--- config.mk ---
export PLATFORM = sky130hd
export DESIGN_NAME = serial_adder_flat
export DESIGN_NICKNAME = d
export VERILOG_FILES = /design/src/rtl/serial_adder_if.sv /design/src/rtl/serial_adder.sv /design/src/flat_wrapper.sv
export SDC_FILE = /design/constraint.sdc
export NUM_CORES = 1
export LEC_CHECK = 0
export CORE_UTILIZATION = 35
export CTS_BUF_LIST = sky130_fd_sc_hd__clkbuf_8 sky130_fd_sc_hd__clkbuf_16
export DETAILED_ROUTE_END_ITERATION = 7
export PLACE_DENSITY = 0.68
export SLEW_MARGIN = 0
export SYNTH_ARGS = -nofsm -noshare
export SYNTH_HDL_FRONTEND = slang
export SYNTH_SLANG_ARGS = --single-unit
--- constraint.sdc ---
create_clock -name clk -period 4.5 [get_ports clk]
set_input_delay 1.35 -clock clk [delete_from_list [all_inputs] [get_ports clk]]
set_output_delay 1.35 -clock clk [all_outputs]
set_load 0.01 [all_outputs]
--- src/rtl/serial_adder_if.sv ---
// serial_adder_if: operand/result bundle for the digit-serial add/subtract unit.
//   master : requester side   - drives start, sub, a, b, cin; observes busy, done, sum, cout, ovf
//   slave  : serial_adder side - the inverse
// WIDTH must match the WIDTH of the attached serial_adder.
interface serial_adder_if #(
  parameter int WIDTH = 32
);
  logic             start;
  logic             sub;
  logic [WIDTH-1:0] a;
  logic [WIDTH-1:0] b;
  logic             cin;
  logic             busy;
  logic             done;
  logic [WIDTH-1:0] sum;
  logic             cout;
  logic             ovf;

  modport master (
    output start, sub, a, b, cin,
    input  busy, done, sum, cout, ovf
  );

  modport slave (
    input  start, sub, a, b, cin,
    output busy, done, sum, cout, ovf
  );
endinterface

--- src/rtl/serial_adder.sv ---
// serial_adder: multi-cycle add/subtract, WIDTH-bit operands processed DIGIT bits per clock
// through a DIGIT-wide ripple slice with a registered carry between digits (N = WIDTH/DIGIT).
//   clk  : rising-edge clock
//   rst  : asynchronous, active-high reset
//   bus  : serial_adder_if.slave
//          start/sub/a/b/cin - request, sampled only in IDLE or DONE
//          busy              - high while digits are processed
//          done              - one-cycle pulse, sum/cout/ovf valid
//          sum/cout/ovf      - result, raw MSB carry, signed overflow; held until next result
// WIDTH must be an integer multiple of DIGIT.
module serial_adder #(
  parameter int WIDTH = 32,
  parameter int DIGIT = 4
) (
  input  logic         clk,
  input  logic         rst,
  serial_adder_if.slave bus
);

  localparam int N  = WIDTH / DIGIT;
  localparam int CW = (N > 1) ? $clog2(N) : 1;

  typedef enum logic [1:0] {
    IDLE = 2'd0,
    RUN  = 2'd1,
    DONE = 2'd2
  } state_t;

  state_t state_q, state_d;

  logic [WIDTH-1:0] op_a_q, op_a_d;
  logic [WIDTH-1:0] op_b_q, op_b_d;
  logic [WIDTH-1:0] part_q, part_d;
  logic             carry_q, carry_d;
  logic [CW-1:0]    cnt_q, cnt_d;
  logic [WIDTH-1:0] sum_q, sum_d;
  logic             cout_q, cout_d;
  logic             ovf_q, ovf_d;

  logic [DIGIT:0]   dsum;
  logic             c_msb;
  logic             last;
  logic [WIDTH-1:0] ins;
  logic [WIDTH-1:0] part_next;

  // Digit slice and the partial result with this digit shifted in from the MSB end.
  always_comb begin
    dsum = {1'b0, op_a_q[DIGIT-1:0]} + {1'b0, op_b_q[DIGIT-1:0]}
         + {{DIGIT{1'b0}}, carry_q};
    // Carry into the top bit of the slice recovered from its sum bit; on the last digit
    // this is the carry into bit WIDTH-1 (and equals carry_q when DIGIT=1).
    c_msb = dsum[DIGIT-1] ^ op_a_q[DIGIT-1] ^ op_b_q[DIGIT-1];
    last  = (cnt_q == CW'(N - 1));
    ins   = '0;
    ins[WIDTH-1 -: DIGIT] = dsum[DIGIT-1:0];
    part_next = (part_q >> DIGIT) | ins;
  end

  // State register
  always_ff @(posedge clk or posedge rst) begin
    if (rst) state_q <= IDLE;
    else     state_q <= state_d;
  end

  // Next-state logic
  always_comb begin
    state_d = state_q;
    unique case (state_q)
      IDLE:    if (bus.start) state_d = RUN;
      RUN:     if (last)      state_d = DONE;
      DONE:    state_d = bus.start ? RUN : IDLE;
      default: state_d = IDLE;
    endcase
  end

  // Outputs
  always_comb begin
    bus.busy = (state_q == RUN);
    bus.done = (state_q == DONE);
    bus.sum  = sum_q;
    bus.cout = cout_q;
    bus.ovf  = ovf_q;
  end

  // Datapath next values
  always_comb begin
    op_a_d  = op_a_q;
    op_b_d  = op_b_q;
    part_d  = part_q;
    carry_d = carry_q;
    cnt_d   = cnt_q;
    sum_d   = sum_q;
    cout_d  = cout_q;
    ovf_d   = ovf_q;
    unique case (state_q)
      IDLE, DONE: begin
        if (bus.start) begin
          // Subtract as a + ~b + ~cin: invert b and fold sub into the initial carry.
          op_a_d  = bus.a;
          op_b_d  = bus.sub ? ~bus.b : bus.b;
          carry_d = bus.cin ^ bus.sub;
          cnt_d   = '0;
        end
      end
      RUN: begin
        op_a_d  = op_a_q >> DIGIT;
        op_b_d  = op_b_q >> DIGIT;
        part_d  = part_next;
        carry_d = dsum[DIGIT];
        cnt_d   = cnt_q + 1'b1;
        if (last) begin
          sum_d  = part_next;
          cout_d = dsum[DIGIT];
          ovf_d  = c_msb ^ dsum[DIGIT];
        end
      end
      default: ;
    endcase
  end

  always_ff @(posedge clk or posedge rst) begin
    if (rst) begin
      op_a_q  <= '0;
      op_b_q  <= '0;
      part_q  <= '0;
      carry_q <= 1'b0;
      cnt_q   <= '0;
      sum_q   <= '0;
      cout_q  <= 1'b0;
      ovf_q   <= 1'b0;
    end else begin
      op_a_q  <= op_a_d;
      op_b_q  <= op_b_d;
      part_q  <= part_d;
      carry_q <= carry_d;
      cnt_q   <= cnt_d;
      sum_q   <= sum_d;
      cout_q  <= cout_d;
      ovf_q   <= ovf_d;
    end
  end

endmodule

--- src/flat_wrapper.sv ---
// flat-port wrapper written by rule: the top's interface ports become plain ports
module serial_adder_flat 
#(
  parameter int WIDTH = 32,
  parameter int DIGIT = 4
)
  (clk, rst, bus_start, bus_sub, bus_a, bus_b, bus_cin, bus_busy, bus_done, bus_sum, bus_cout, bus_ovf);
  serial_adder_if #(.WIDTH(WIDTH)) bus_i ();
  input  logic clk;
  input  logic rst;
  input wire logic [$bits(bus_i.start)-1:0] bus_start;
  input wire logic [$bits(bus_i.sub)-1:0] bus_sub;
  input wire logic [$bits(bus_i.a)-1:0] bus_a;
  input wire logic [$bits(bus_i.b)-1:0] bus_b;
  input wire logic [$bits(bus_i.cin)-1:0] bus_cin;
  output wire logic [$bits(bus_i.busy)-1:0] bus_busy;
  output wire logic [$bits(bus_i.done)-1:0] bus_done;
  output wire logic [$bits(bus_i.sum)-1:0] bus_sum;
  output wire logic [$bits(bus_i.cout)-1:0] bus_cout;
  output wire logic [$bits(bus_i.ovf)-1:0] bus_ovf;
  assign bus_i.start = bus_start;
  assign bus_i.sub = bus_sub;
  assign bus_i.a = bus_a;
  assign bus_i.b = bus_b;
  assign bus_i.cin = bus_cin;
  assign bus_busy = bus_i.busy;
  assign bus_done = bus_i.done;
  assign bus_sum = bus_i.sum;
  assign bus_cout = bus_i.cout;
  assign bus_ovf = bus_i.ovf;
  serial_adder #(.WIDTH(WIDTH), .DIGIT(DIGIT)) u_core (.clk(clk), .rst(rst), .bus(bus_i));
endmodule
==> run_results.csv <==
group,metric,value,unit
synthesis,async_flop_share,100,%
critical_path,slowest_stage,"clkdlybuf4s50_1",
critical_path,worstSetupEndpointType,"output pin",
routing,drcViolationCount,0,
synthesis,syn_area_per_cell,11.4,um^2
power,power_density,723,nW/um^2
sta,drv_slew,0,
synthesis,synth_edf_count,0,
global_route,grt_max_degree,63,
synthesis,synth_compound_area_share,11.3,%
clocking,numClockSinks,132,
final_layout,fin_area,7540,um^2
routing,drtAntennaViolNets,0,
synthesis,netlist_area,5780,um^2
sta,timing.final.crit_share,70.7,%
critical_path,r2r-start,"u_core.state_q[0]",
placement,dpl-instance-area,6950,um^2
sta,fin_setup_tns,0,ns
critical_path,critPathMaxStageDelay,0.58,ns
global_route,grt_overflow,0,
final_layout,fill_cells,1485,
synthesis,synth_fa_ha_area_share,1.77,%
hold_path,min_path_type,"reg2reg",
placement,portBuffers,104,
clocking,cts_setup_buffers,0,
final_layout,utilization,47.1,%
final_layout,final_cell_mix,"142 x nand2_1, 132 x dfrtp_1, 103 x clkdlybuf4s50_1",
final_layout,final_cells,830,
synthesis,synth-seq-cells,132,
critical_path,arrival,1.83,ns
synthesis,synth_top_family_by_area,"simple AND/OR/NAND/NOR gates",
synthesis,synth-xor-area-share,5.88,%
critical_path,r2r_slack,1.89,ns
synthesis,yosys_warnings,0,
critical_path,worstPathCellList,"nand2b_1 -> inv_6 -> clkdlybuf4s50_1",
sta,whs,0.478,ns
critical_path,path_class,"reg2out",
routing,via_per_inst,4.82,
global_route,grt_pass1_wl,20300,um
critical_path,reg2reg_depth,6,
global_route,antenna_found_initial,0,
power,leakage,0.00354,uW
clocking,root_buffer,"clkbuf_16",
job,cap_violations,0,
routing,vias,4001,
placement,dp.cells,800,
synthesis,synthTopCellsByArea,"dfrtp_1 57%, nand2_1 9.2%, mux2_4 7.5%",
global_route,grtUsageTotal,15.6,%
synthesis,synthFlopType,"dfrtp_1",
placement,hpwl,8270,um
critical_path,worst_ep_required_time,3.15,ns
power,ir_drop,325,uV
sta,period_needed,3.18,ns
sta,worst_pin_slew,1.14,ns
critical_path,path_delay_family,"buffers and inverters",
clocking,clkTransAtPathRegs,0.05,ns
global_route,gr-max-usage-layer,"met2",
sta,hold_viol,0,
floorplan,core-area,16000,um^2
sta,finalSetupViolations,0,
final_layout,layout-drive-gt1-share,11.4,%
synthesis,yosys.area_share.simple,12.1,%
critical_path,worst-path-buf-inv,2,
critical_path,reg2reg_to,"u_core.op_a_q[29]",
global_route,grt_use_met1,21.3,%
outcome,status,"finished, final reports clean",
clocking,cts_tree,"yes",
placement,routabilityCongestion,0.777,
clocking,insertion_delay,0.41,ns
sta,slew_headroom,24.0,%
routing,wl_per_cell,14.4,um
hold_path,hp-start,"u_core.op_a_q[4]",
floorplan,pin_count,105,
synthesis,yosysTopAreaCellShare,57.1,%
synthesis,syn-num-nets,584,
routing,finalWirelength,12000,um
global_route,use_met3,4.72,%
hold_path,min_path_cells,2,
floorplan,start_util,36.1,%
floorplan,floorplan.rows,46,
final_layout,antennaDiodeCount,0,
floorplan,fp.dieW,131,um
critical_path,crit_fanout,26,
clocking,cts_max_path_buffers,2,
floorplan,design.die.area,17000,um^2
global_route,use_met2,22.6,%
clocking,hold_buffers,0,
synthesis,syn_inst,508,
synthesis,synth_top_area_cell,"dfrtp_1",
sta,rsz0062_at_grt,"no",
routing,dr.first_iter.drc_count,242,
final_layout,area_growth,30.4,%
clocking,cts_buffers,17,
clocking,htreeDepth,4,
floorplan,die_y,131,um
hold_path,hold-path-endpoint,"u_core.op_a_q[4]",
global_route,grt_pass1_vias,4027,
critical_path,cp-start-kind,"flip-flop",
final_layout,layout_commonest_cell,"nand2_1",
synthesis,synth_cell_type_count,28,
clocking,post_cts_resize_count,0,
sta,skew,0.00939,ns
final_layout,nNetsFinal,679,
synthesis,seq_area_frac_synth,57.1,%
sta,max_freq,314,MHz
routing,firstDrtPassIters,4,
synthesis,synthMuxAreaShare,7.53,%
[where the power goes]
group          switching (uW)  internal [uW]  leakage, uW
combinational             970           1020      0.00156
clock                     458            911     0.000311
sequential                356           1730      0.00166
[flip-flops by register name, summed over array words and instances, names as in the netlist]
| signal | flops |
|---|---|
| u_core.op_b_q | 32 |
| u_core.op_a_q | 32 |
| u_core.bus.ovf | 1 |
| u_core.cnt_q | 3 |
| u_core.part_q | 28 |
| u_core.bus.cout | 1 |
| u_core.state_q | 2 |
| u_core.carry_q | 1 |
| u_core.bus.sum | 32 |
[stage by stage]
| stage | worst slack (ns) | total power, uW |
|---|---|---|
| floorplan | 1.51 | 3460 |
| global placement | 1.25 | 4040 |
| detailed placement | 1.18 | 4140 |
| CTS | 1.28 | 5530 |
| global route | 1.21 | 5850 |
| finish | 1.32 | 5450 |
[Yosys cell counts (all sizes together), types with 3 or more instances]
library cell	number
dfrtp	132
nand2	143
inv	6
a22oi	28
clkbuf	7
xnor2	35
o21ai	15
xor2	3
a221o	29
nor2	30
mux2	29
ha	5
nand2b	3
a22o	6
buf	29
[metal layers]
metal	routed length [um]	vias to the layer above
li1	-	1900
met4	157	0
met1	5660	1978
met2	5550	112
met5	0	-
met3	620	11
[worst min-delay path, delay by kind of cell, from the launching register on]
kind / cells / cell delay (ns)
flip-flops: 1 / 0.34
AND/OR/NAND/NOR: 2 / 0.10
[worst max path at each step]
stage,to,from,cells after the start,slack (ns)
floorplan,u_core.bus.cout,rst,1,1.51
global placement,u_core.op_a_q[28],bus_start,5,1.25
detailed placement,u_core.op_a_q[29],bus_start,5,1.18
CTS,bus_busy,u_core.state_q[0],3,1.28
global route,bus_busy,u_core.state_q[0],3,1.21
finish,bus_busy,u_core.state_q[0],3,1.32
[final cells by class]
type | instances | area (um^2) | share of cell area, %
Sequential cell | 132 | 3300 | 43.8
Multi-Input combinational cell | 334 | 2230 | 29.6
Timing Repair Buffer | 112 | 1110 | 14.7
Clock buffer | 21 | 480 | 6.37
Tap cell | 216 | 270 | 3.58
Clock inverter | 9 | 114 | 1.51
Inverter | 6 | 31.3 | 0.415
[cells by family (layout without fill, tap and decap cells)]
family,after synthesis,in the layout
fa+ha+maj,7,7
flops,132,132
mux,29,29
compound gates,81,81
xor+xnor,38,38
simple gates,179,179
buf+inv,42,148
Power figures use the tool's default switching activity.
